`config.mk`:
```
export PLATFORM = sky130hd
export DESIGN_NAME = pc_sequencer_flat
export DESIGN_NICKNAME = d
export VERILOG_FILES = /design/src/rtl/pc_seq_pkg.sv /design/src/rtl/pc_sequencer_if.sv /design/src/rtl/pc_sequencer_branch_cond.sv /design/src/rtl/pc_sequencer.sv /design/src/flat_wrapper.sv
export SDC_FILE = /design/constraint.sdc
export NUM_CORES = 1
export LEC_CHECK = 0
export CAP_MARGIN = 20
export CORE_ASPECT_RATIO = 1.1
export CORE_UTILIZATION = 26
export DETAILED_ROUTE_END_ITERATION = 8
export GPL_ROUTABILITY_DRIVEN = 0
export PLACE_DENSITY = 0.82
export SLEW_MARGIN = 10
export SYNTH_ARGS = -nofsm -noshare
export SYNTH_HDL_FRONTEND = slang
export SYNTH_HIERARCHICAL = 1
export SYNTH_SLANG_ARGS = --single-unit
```
`constraint.sdc`:
```
create_clock -name clk -period 1 [get_ports clk]
set_input_delay 0.15 -clock clk [delete_from_list [all_inputs] [get_ports clk]]
set_output_delay 0.15 -clock clk [all_outputs]
set_load 0.005 [all_outputs]
```
`src/rtl/pc_seq_pkg.sv`:
```
// pc_seq_pkg: shared types and constants for the program-counter sequencer.
//   run_state_t  run-control state (RUN, HALTED, STEP)
//   F3_*         funct3 encodings of the conditional branches
package pc_seq_pkg;

   typedef enum logic [1:0] {
      RUN    = 2'd0,
      HALTED = 2'd1,
      STEP   = 2'd2
   } run_state_t;

   localparam logic [2:0] F3_BEQ  = 3'b000;
   localparam logic [2:0] F3_BNE  = 3'b001;
   localparam logic [2:0] F3_BLT  = 3'b100;
   localparam logic [2:0] F3_BGE  = 3'b101;
   localparam logic [2:0] F3_BLTU = 3'b110;
   localparam logic [2:0] F3_BGEU = 3'b111;

endpackage

```
`src/rtl/pc_sequencer_if.sv`:
```
// pc_sequencer_if: decode/flag/debug inputs and PC-control outputs of the
// program-counter sequencer.
//   master : control side (drives decode, ALU flags, debug requests)
//   slave  : pc_sequencer (drives pc_src_o, pc_en_o, halted_o, counters)
// Parameter CNT_W: width of the performance counter signals.
interface pc_sequencer_if #(
   parameter int unsigned CNT_W = 32
) ();

   logic             branch_i;
   logic             jump_i;
   logic [2:0]       funct3_i;
   logic             eq_i;
   logic             lt_i;
   logic             ltu_i;
   logic             ebreak_i;
   logic             halt_req_i;
   logic             resume_i;
   logic             step_i;
   logic             pc_src_o;
   logic             pc_en_o;
   logic             halted_o;
   logic [CNT_W-1:0] cycle_cnt_o;
   logic [CNT_W-1:0] instret_o;

   modport master (
      output branch_i, jump_i, funct3_i, eq_i, lt_i, ltu_i,
             ebreak_i, halt_req_i, resume_i, step_i,
      input  pc_src_o, pc_en_o, halted_o, cycle_cnt_o, instret_o
   );

   modport slave (
      input  branch_i, jump_i, funct3_i, eq_i, lt_i, ltu_i,
             ebreak_i, halt_req_i, resume_i, step_i,
      output pc_src_o, pc_en_o, halted_o, cycle_cnt_o, instret_o
   );

endinterface

```
`src/rtl/pc_sequencer_branch_cond.sv`:
```
// branch_cond_unit: evaluates the conditional-branch predicate from funct3
// and the ALU comparison flags. Purely combinational.
//   funct3_i  branch condition code
//   eq_i      rs1 == rs2
//   lt_i      rs1 <  rs2 signed
//   ltu_i     rs1 <  rs2 unsigned
//   taken_o   condition holds (0 for the unused codes 010/011)
module branch_cond_unit
   import pc_seq_pkg::*;
(
   input  logic [2:0] funct3_i,
   input  logic       eq_i,
   input  logic       lt_i,
   input  logic       ltu_i,
   output logic       taken_o
);

   always_comb begin
      taken_o = 1'b0;
      case (funct3_i)
         F3_BEQ:  taken_o = eq_i;
         F3_BNE:  taken_o = !eq_i;
         F3_BLT:  taken_o = lt_i;
         F3_BGE:  taken_o = !lt_i;
         F3_BLTU: taken_o = ltu_i;
         F3_BGEU: taken_o = !ltu_i;
         default: taken_o = 1'b0;
      endcase
   end

endmodule

```
`src/rtl/pc_sequencer.sv`:
```
// pc_sequencer: next-PC select and run/halt/single-step control for the
// program counter.
//   clk       core clock, all state on posedge
//   rst       synchronous, active-high reset
//   bus       pc_sequencer_if.slave: decode/flags/debug in; pc_src_o,
//             pc_en_o, halted_o, cycle_cnt_o, instret_o out
// Parameters: START_HALTED (reset state HALTED when 1, else RUN),
//             CNT_W (performance counter width).
// Optional feature: define PC_SEQ_PERF_EN to build the cycle and
// retired-instruction counters; otherwise those outputs are constant 0.
module pc_sequencer
   import pc_seq_pkg::*;
#(
   parameter bit          START_HALTED = 1'b0,
   parameter int unsigned CNT_W        = 32
) (
   input logic           clk,
   input logic           rst,
   pc_sequencer_if.slave bus
);

   localparam run_state_t RESET_STATE = START_HALTED ? HALTED : RUN;

   run_state_t state_q, state_d;
   logic       halted_q;
   logic       pc_en;
   logic       taken;

   branch_cond_unit u_cond (
      .funct3_i (bus.funct3_i),
      .eq_i     (bus.eq_i),
      .lt_i     (bus.lt_i),
      .ltu_i    (bus.ltu_i),
      .taken_o  (taken)
   );

   assign bus.pc_src_o = bus.jump_i | (bus.branch_i & taken);

   // pc_en depends on the current-cycle inputs so that a halt request or
   // EBREAK freezes the PC in the very cycle it is seen.
   always_comb begin
      state_d = state_q;
      pc_en   = 1'b0;
      case (state_q)
         RUN: begin
            pc_en = !bus.ebreak_i & !bus.halt_req_i;
            if (bus.ebreak_i | bus.halt_req_i) state_d = HALTED;
         end
         HALTED: begin
            if (bus.resume_i)    state_d = RUN;
            else if (bus.step_i) state_d = STEP;
         end
         STEP: begin
            pc_en   = !bus.ebreak_i;
            state_d = HALTED;
         end
         default: state_d = RESET_STATE;
      endcase
   end

   // halted_q mirrors the decode of the next state so halted_o is a flop
   // that equals (state_q == HALTED).
   always_ff @(posedge clk) begin
      if (rst) begin
         state_q  <= RESET_STATE;
         halted_q <= START_HALTED;
      end else begin
         state_q  <= state_d;
         halted_q <= (state_d == HALTED);
      end
   end

   assign bus.pc_en_o  = pc_en;
   assign bus.halted_o = halted_q;

`ifdef PC_SEQ_PERF_EN
   logic [CNT_W-1:0] cycle_cnt_q, cycle_cnt_d;
   logic [CNT_W-1:0] instret_q, instret_d;

   always_comb begin
      cycle_cnt_d = cycle_cnt_q + CNT_W'(1);
      instret_d   = instret_q + CNT_W'(pc_en);
   end

   always_ff @(posedge clk) begin
      if (rst) begin
         cycle_cnt_q <= '0;
         instret_q   <= '0;
      end else begin
         cycle_cnt_q <= cycle_cnt_d;
         instret_q   <= instret_d;
      end
   end

   assign bus.cycle_cnt_o = cycle_cnt_q;
   assign bus.instret_o   = instret_q;
`else
   assign bus.cycle_cnt_o = {CNT_W{1'b0}};
   assign bus.instret_o   = {CNT_W{1'b0}};
`endif

endmodule

```
`src/flat_wrapper.sv`:
```
// flat-port wrapper written by rule: the top's interface ports become plain ports
module pc_sequencer_flat import pc_seq_pkg::*;
#(
   parameter bit          START_HALTED = 1'b0,
   parameter int unsigned CNT_W        = 32
)
  (clk, rst, bus_branch_i, bus_jump_i, bus_funct3_i, bus_eq_i, bus_lt_i, bus_ltu_i, bus_ebreak_i, bus_halt_req_i, bus_resume_i, bus_step_i, bus_pc_src_o, bus_pc_en_o, bus_halted_o, bus_cycle_cnt_o, bus_instret_o);
  pc_sequencer_if #(.CNT_W(CNT_W)) bus_i ();
  input logic clk;
  input logic rst;
  input wire logic [$bits(bus_i.branch_i)-1:0] bus_branch_i;
  input wire logic [$bits(bus_i.jump_i)-1:0] bus_jump_i;
  input wire logic [$bits(bus_i.funct3_i)-1:0] bus_funct3_i;
  input wire logic [$bits(bus_i.eq_i)-1:0] bus_eq_i;
  input wire logic [$bits(bus_i.lt_i)-1:0] bus_lt_i;
  input wire logic [$bits(bus_i.ltu_i)-1:0] bus_ltu_i;
  input wire logic [$bits(bus_i.ebreak_i)-1:0] bus_ebreak_i;
  input wire logic [$bits(bus_i.halt_req_i)-1:0] bus_halt_req_i;
  input wire logic [$bits(bus_i.resume_i)-1:0] bus_resume_i;
  input wire logic [$bits(bus_i.step_i)-1:0] bus_step_i;
  output wire logic [$bits(bus_i.pc_src_o)-1:0] bus_pc_src_o;
  output wire logic [$bits(bus_i.pc_en_o)-1:0] bus_pc_en_o;
  output wire logic [$bits(bus_i.halted_o)-1:0] bus_halted_o;
  output wire logic [$bits(bus_i.cycle_cnt_o)-1:0] bus_cycle_cnt_o;
  output wire logic [$bits(bus_i.instret_o)-1:0] bus_instret_o;
  assign bus_i.branch_i = bus_branch_i;
  assign bus_i.jump_i = bus_jump_i;
  assign bus_i.funct3_i = bus_funct3_i;
  assign bus_i.eq_i = bus_eq_i;
  assign bus_i.lt_i = bus_lt_i;
  assign bus_i.ltu_i = bus_ltu_i;
  assign bus_i.ebreak_i = bus_ebreak_i;
  assign bus_i.halt_req_i = bus_halt_req_i;
  assign bus_i.resume_i = bus_resume_i;
  assign bus_i.step_i = bus_step_i;
  assign bus_pc_src_o = bus_i.pc_src_o;
  assign bus_pc_en_o = bus_i.pc_en_o;
  assign bus_halted_o = bus_i.halted_o;
  assign bus_cycle_cnt_o = bus_i.cycle_cnt_o;
  assign bus_instret_o = bus_i.instret_o;
  pc_sequencer #(.START_HALTED(START_HALTED), .CNT_W(CNT_W)) u_core (.clk(clk), .rst(rst), .bus(bus_i));
endmodule
```
# ---- Word-level counts from Yosys, hierarchy flattened
# Index checks and enable logic that the tools add are counted.
dict set report totals {
  register_bits 3
  in_bits 14
  out_inout_bits 67
  elab_cells 27
}
dict set report op_classes {
  eq_ne 8
  mux 6
  bitwise_logic 4
  reduce_logical 7
}
# op n
set ops {}
lappend ops {{3-bit equality test, second input constant} 4}
lappend ops {{2-bit 2-to-1 mux} 3}
lappend ops {{1-bit case mux with 6 select lines} 1}
lappend ops {{2-bit case mux with 3 select lines} 1}
lappend ops {{1-bit zero test} 5}
lappend ops {{2-bit by 1-bit equality test with 1-bit output, second input constant} 2}
lappend ops {{3-bit by 1-bit equality test with 1-bit output, second input constant} 1}
lappend ops {{3-bit zero test} 1}
lappend ops {{1-bit bitwise AND} 2}
lappend ops {{2-bit equality test, second input constant} 1}
lappend ops {{2-bit zero test} 1}
lappend ops {{1-bit OR} 2}
lappend ops {{1-bit case mux with 2 select lines} 1}

# ---- Logic depth before layout (Yosys ltp)
# Gate-level depths: netlist of the first run.
dict set report depth {
  depth_word 4
  mapped_depth 4
}

# ---- Hierarchy
# The synthesis of the first run kept the hierarchy.
# module instances cells_per_inst area_each_um2
set modules_own_cells {}
lappend modules_own_cells {pc_sequencer 1 77 598.1}
lappend modules_own_cells {branch_cond_unit 1 5 40.0}

# ---- Worst setup path before layout of the first run
# OpenSTA, ideal clock, no wires.
dict set report synth_path {
  path_kind {in2out}
  startpoint {in bus_funct3_i[1]}
  endpoint {out bus_pc_src_o}
  t_arrival_ps 727
  required_time_ps 850
  path_slack_ps 123
  cell_stages 4
  path_cell_list {mux2i_1 xnor2_1 a21o_1 a21o_1}
}
dict set report synth_between {
  elab_chain_cells 4
  elab_cells_between_ends 9
}
# item line
set synth_lines {}
lappend synth_lines {{start: declaration} flat_wrapper.sv:13} ;# input wire logic [$bits(bus_i.funct3_i)-1:0] bus_funct3_i;
lappend synth_lines {{3-bit equality test, or another cell as far along} pc_sequencer_branch_cond.sv:20} ;# case (funct3_i)
lappend synth_lines {{1-bit case mux with 6 select lines *} pc_sequencer_branch_cond.sv:20}
lappend synth_lines {{net u_core.taken} pc_sequencer.sv:27} ;# logic taken;
lappend synth_lines {{1-bit bitwise AND *} pc_sequencer.sv:37} ;# assign bus.pc_src_o = bus.jump_i | (bus.branch_i & taken);
lappend synth_lines {{1-bit OR *} pc_sequencer.sv:37}
lappend synth_lines {{end: declaration} flat_wrapper.sv:21} ;# output wire logic [$bits(bus_i.pc_src_o)-1:0] bus_pc_src_o;
# The timed path passes the listed nets; every way through them passes the cells marked *.

# ---- Final worst setup path of the first run
# Same ends and word-level chain as after synthesis.

==> impl_metrics.py, run 1 <==
metrics = {
    "clock_tree": {
        "cts.sinks": 3,
        "clock_path_buffers": 2,
        "clk_latency_ps": 230,
        "post_cts_buffers": 0,
        "numCtsBuffers": 3,
        "cts_tree": "built",
        "htreeDepth": 1,
        "clock_tree.root_cell": "clkbuf_4",
        "path_clk_slew_ps": 40,
        "cts_hold_buf": 0,
    },
    "pwr": {
        "leakage_nw": 0.3641,
        "ir_drop_mv": 0.4220,
        "finalPower_uw": 512.3,
        "p_per_area_nw_per_um2": 815.7,
    },
    "setup_path": {
        "critPathBufInv": 2,
        "crit_required_ps": 850,
        "reg2reg_slack_ps": 40,
        "crit_arrival_ps": 950,
        "start_kind": "input pin",
        "worst-path-max-fanout": 2,
        "endpoint_kind": "output port",
        "path_cells": "buf_6, mux2i_2, xnor2_1, a21o_1, a21o_1, buf_2",
        "crit_top_cell": "a21o_1",
        "cp_top_family": "compound AO/OA/AOI/OAI gates",
        "crit_path_max_incr_delay_ps": 210,
        "worst-setup-path-type": "in2out",
        "crit_path_top_delay_cell": "mux2i_2",
    },
    "synthesis": {
        "ys_seq_elements": 3,
        "syn_area_um2": 638.1,
        "synthTopCellsByArea": "buf_4, dfxtp_1, xnor2_1",
        "yosysTopAreaCell": "buf_4",
        "synth_cell_types": 12,
        "syn_inst": 82,
        "ys_warn_count": 6,
        "ys_seq_area_share_pct": 9.412,
        "syn_avg_cell_area_um2": 7.782,
        "synth_top_area_share_pct": 75.29,
    },
    "route": {
        "vias": 379,
        "antenna_left": 0,
        "drt_wl_total_um": 764,
        "drt_iter0_markers": 1,
        "drt_pass1_iterations": 2,
        "wl_per_cell_um": 5.788,
        "drt-vias-per-instance": 2.871,
        "drc": 0,
    },
    "floorplan": {
        "rows": 18,
        "coreArea_um2": 2275,
        "die_w_um": 49.24,
        "die_area_um2": 2657,
        "initial_core_util_pct": 28.05,
        "dieHeight_um": 53.96,
        "io_pins": 81,
    },
    "timing": {
        "hold-worst-slack_ps": 393.0,
        "setup_ws_ps": -95.37,
        "max_freq_ghz": 0.9129,
        "slew_viol_final": 0,
        "rsz0062_at_grt": "yes",
        "skew_ps": 2.579,
        "fin_tns_setup_ps": -125.4,
        "post-route-period-util_pct": 109.5,
        "finalHoldViolCount": 0,
        "fin_crit_ps": 1095,
        "setup_viol": 2,
    },
    "global_route": {
        "grt_use_total_pct": 5.929,
        "grt_first_pass_wirelength_um": 1083,
        "grt-ovfl-total": 0,
        "grt_pass1_vias": 272,
        "grt_max_degree": 5,
        "antenna_found_initial": 0,
    },
    "placed_design": {
        "placement.io_buffers": 16,
        "dpl_worst_slack_ps": -885.9,
        "dpl_cell_area_um2": 599.3,
    },
    "layout": {
        "final_nets": 117,
        "final_layout_size_suffix_gt1_share_pct": 18.63,
        "fin_area_um2": 628.1,
        "n_antenna_cell": 0,
        "syn2layout_area_growth_pct": -1.569,
    },
    "outcome": {
        "violations": "negative setup slack",
        "status": "finished, violations left",
    },
    "flow_run": {
        "cap_violations": 0,
    },
    "min_path": {
        "holdCritPathClass": "in2reg",
    },
}
routing by layer:
| metal | up-vias | share of wire [%] | track usage (%) |
|---|---|---|---|
| li1 | 169 | - | - |
| met1 | 163 | 17 | 3.284 |
| met2 | 47 | 61 | 12.56 |
| met3 | 0 | 22 | 3.107 |
| met4 | 0 | 0 | 5.882 |
| met5 | - | 0 | 0 |
cells by family (layout without fill, tap and decap cells):
family,Yosys count,count (layout),share of synthesized area [%]
simple gates,6,6,4.900
flops,3,3,9.412
buf+inv,65,22,75.88
other cells,1,64,0.5877
xor+xnor,2,2,2.746
mux,1,1,1.569
compound gates,4,4,4.902
what timing repair did:
item | CTS | global route
gates resized for setup | 27 | 11
endpoints found under the setup margin | 5 | 4
endpoints found under the hold margin | 0 | 0
pin swaps | 4 | 8
worst register-to-register path, delay by kind of cell (launching register included):
family / cells / cell delay [ps]
AOI/OAI and AO/OA: 1 / 270
DFF: 1 / 310
buffers and inverters: 1 / 140
and+or+nand+nor: 1 / 160
through the flow:
stage | util, % | std cells
after floorplan | - | 145
after global placement | 26.35 | 128
after detailed placement | 26.35 | 128
after CTS | 27.12 | 132
after global routing | 27.61 | 132
final | 27.61 | 132
layout make-up:
cell class	count	area [um2]
Fill cell	258	1647
Multi-Input combinational cell	77	364.1
Timing Repair Buffer	17	133.9
Sequential cell	3	62.56
Tap cell	30	37.54
Clock buffer	4	26.28
Inverter	1	3.754
cells in the final DEF (no fill, tap or decap):
cell type	count
nor3_2	2
xnor2_1	2
dfxtp_2	2
a21o_1	2
buf_2	2
mux2i_2	1
dfxtp_1	1
nor3_1	1
clkdlybuf4s50_1	5
o31a_1	1
clkbuf_2	4
inv_2	1
clkbuf_1	1
a211oi_2	1
clkbuf_4	3
nor4_1	1
conb_1	64
nor4_4	1
nand2_1	1
buf_4	1
dlygate4sd2_1	4
buf_6	1
synthesized netlist by cell type:
| library cell | instances |
|---|---|
| dfxtp_1 | 3 |
| inv_1 | 1 |
| buf_4 | 64 |
| a211oi_1 | 1 |
| nor4_1 | 2 |
| nor3_1 | 3 |
| xnor2_1 | 2 |
| a21o_1 | 2 |
| nand2_1 | 1 |
| o31a_1 | 1 |
| conb_1 | 1 |
| mux2i_1 | 1 |
power by group:
| group | leakage (nW) | internal, mW | switching, mW |
|---|---|---|---|
| Combinational | 0.324 | 0.0697 | 0.0952 |
| Sequential | 0.0255 | 0.130 | 0.00818 |
| Clock | 0.0150 | 0.149 | 0.0598 |
sequential cells by signal, indices dropped and copies added, names as in the netlist:
| register | cells |
|---|---|
| u_core/state_q | 2 |
| u_core/bus.halted_o | 1 |
final timing paths:
check,endpoint,startpoint,cells after the start
hold reg to reg,u_core/state_q[1],u_core/state_q[0],2
hold / removal,u_core/bus.halted_o,bus_halt_req_i,3
setup reg to reg,u_core/bus.halted_o,u_core/state_q[1],3
setup / recovery,bus_pc_src_o,bus_funct3_i[1],6
Power figures use the tool's default switching activity.
==> inputs of run 2 (changes only) <==
--- a/config.mk
+++ b/config.mk
@@ -14,5 +14,4 @@
 export SLEW_MARGIN = 10
 export SYNTH_ARGS = -nofsm -noshare
 export SYNTH_HDL_FRONTEND = slang
-export SYNTH_HIERARCHICAL = 1
 export SYNTH_SLANG_ARGS = --single-unit
==> impl_metrics.py, run 2 <==
metrics = {
    "synthesis": {
        "syn_avg_cell_area_um2": 7.782,
        "ys.flop_type": "dfxtp_1",
        "synthTopCellsByArea": "buf_4, dfxtp_1, xor2_1",
        "syn_area_um2": 638.1,
        "synth-edff-count": 0,
        "synth_cell_types": 14,
        "synth-async-reset-ratio_pct": 0,
        "yosysMostFrequentCell": "buf_4",
        "yosysTopAreaCell": "buf_4",
        "ys_warn_count": 0,
        "synth_commonest_cells": "buf_4, dfxtp_1, nor3_1, nor4_1, xor2_1",
        "ys_seq_area_share_pct": 9.412,
        "ys_seq_elements": 3,
        "syn_inst": 82,
        "synth_top_area_share_pct": 75.29,
    },
    "route": {
        "antenna_left": 0,
        "drt_wl_total_um": 802,
        "wl_per_cell_um": 5.985,
        "vias": 379,
        "drt-vias-per-instance": 2.828,
        "drt_pass1_iterations": 1,
        "drt_iter0_markers": 0,
        "drc": 0,
    },
    "placed_design": {
        "dp_hpwl_um": 660.2,
        "dpl_worst_slack_ps": -882.5,
        "placement.io_buffers": 16,
        "dpl_cell_area_um2": 599.3,
    },
    "floorplan": {
        "dieHeight_um": 53.96,
        "initial_core_util_pct": 28.05,
        "coreArea_um2": 2275,
        "io_pins": 81,
        "die_w_um": 49.24,
        "rows": 18,
        "die_area_um2": 2657,
    },
    "clock_tree": {
        "clock_tree.root_cell": "clkbuf_4",
        "clk_latency_ps": 230,
        "path_clk_slew_ps": 40,
        "cts_tree": "built",
        "numCtsBuffers": 3,
        "htreeDepth": 1,
        "cts_hold_buf": 0,
        "cts.sinks": 3,
        "clock_path_buffers": 2,
    },
    "layout": {
        "final_nets": 119,
        "syn2layout_area_growth_pct": 2.353,
        "n_antenna_cell": 0,
        "largest_reg_flops": 2,
        "fin_area_um2": 653.1,
        "layout_common_cells": "conb_1, clkbuf_2",
        "largest_register": "u_core.state_q",
        "multi_input_area_um2": 366.6,
        "fillCellCount": 265,
        "seqCellArea_um2": 61.31,
        "final_layout_size_suffix_gt1_share_pct": 19.23,
        "final_common_cell": "conb_1",
    },
    "timing": {
        "max_freq_ghz": 0.9432,
        "skew_ps": 3.846,
        "hold-worst-slack_ps": 387.6,
        "fin_crit_ps": 1060,
        "setup_viol": 1,
        "post-route-period-util_pct": 106.0,
        "slew_viol_final": 0,
        "rsz0062_at_grt": "yes",
        "setup_ws_ps": -60.27,
        "finalHoldViolCount": 0,
    },
    "setup_path": {
        "crit_required_ps": 850,
        "start_kind": "flip-flop",
        "worst-setup-path-type": "reg2out",
        "crit_arrival_ps": 910,
        "crit_path_top_delay_cell": "dfxtp_2",
        "path_cells": "inv_2, a211oi_2, buf_2",
        "critPathBufInv": 2,
        "cp_top_family": "flip-flops",
        "crit_path_max_incr_delay_ps": 340,
        "worst-path-max-fanout": 3,
        "endpoint_kind": "output port",
    },
    "global_route": {
        "grt_use_total_pct": 4.782,
        "grt_first_pass_wirelength_um": 952,
        "grt-ovfl-total": 0,
        "antenna_found_initial": 0,
        "grt_max_degree": 4,
        "grt_pass1_vias": 254,
    },
    "pwr": {
        "p_per_area_nw_per_um2": 785.8,
        "ir_drop_mv": 0.4372,
        "leakage_nw": 0.3937,
    },
    "min_path": {
        "holdCritPathClass": "in2reg",
    },
    "flow_run": {
        "cap_violations": 0,
    },
    "outcome": {
        "status": "finished, violations left",
        "violations": "negative setup slack",
    },
}
==> run 2: cell count changes in the layout (fill, tap and decap cells not counted), moves of 2 or more <==
cell,change
dlymetal6s2s_1,+3
a21o_1,-2
buf_4,+2
clkdlybuf4s50_1,-2
xnor2_1,-2
xor2_1,+2
==> run 2: kinds of logic (layout without fill, tap and decap cells) <==
| group | count (synthesis) | after routing | synth area share, % |
|---|---|---|---|
| and+or+nand+nor | 6 | 6 | 5.098 |
| buffers and inverters | 65 | 24 | 75.88 |
| xor gates and xnor gates | 2 | 2 | 2.746 |
| DFF | 3 | 3 | 9.412 |
| AOI/OAI and AO/OA | 4 | 4 | 4.706 |
| muxes | 1 | 1 | 1.569 |
| other | 1 | 64 | 0.5877 |
==> run 2: cell type report <==
class,count,share of cell area [%]
tap,30,5.747
sequential,3,9.387
timing repair buffer,19,24.14
inverter,1,0.5747
multi-input combinational,77,56.13
clock buffer,4,4.023
==> run 2: power by group <==
part | internal (mW) | switching (mW) | total (mW) | leakage [nW]
Sequential | 0.129 | 0.00449 | 0.134 | 0.0253
Clock | 0.149 | 0.0593 | 0.209 | 0.0150
Combinational | 0.0698 | 0.101 | 0.171 | 0.353
==> run 2: layer usage <==
| metal | vias to the layer above | global-route usage (%) | routed length (um) |
|---|---|---|---|
| met4 | 0 | 2.941 | 0 |
| met3 | 0 | 0.8475 | 149 |
| met5 | - | 0 | 0 |
| li1 | 175 | - | - |
| met2 | 48 | 10.50 | 439 |
| met1 | 156 | 3.947 | 213 |
==> run 2: stage by stage <==
stage	power, mW	std cells	setup TNS [ps]	utilization (%)
floorplan	0.3957	145	0	-
global placement	0.2986	128	-1615	26.35
detailed placement	0.3011	128	-1718	26.35
CTS	0.5073	133	-237.1	27.56
global route	0.5605	134	-147.3	28.71
finish	0.5132	134	-60.27	28.71
==> run 2: worst paths after layout <==
kind / startpoint / end / slack [ps] / cells past startpoint
max: u_core.state_q[1] / bus_pc_en_o / -60 / 3
min reg2reg: u_core.state_q[1] / u_core.state_q[1] / 540 / 2
max reg2reg: u_core.state_q[1] / u_core.state_q[0] / 50 / 3
min: bus_ebreak_i / u_core.state_q[0] / 390 / 3
==> run 2: timing repair <==
| action | CTS | global route |
|---|---|---|
| setup endpoints to repair | 5 | 3 |
| gates resized for setup | 22 | 19 |
| pin swaps | 6 | 4 |
| buffers inserted | 1 | 1 |
==> run 2: worst register-to-register path: cells and delay by family, from the launching register on <==
family / cells / cell delay [ps]
buffers and inverters: 1 / 130
and+or+nand+nor: 1 / 160
DFF: 1 / 330
AOI/OAI and AO/OA: 1 / 260
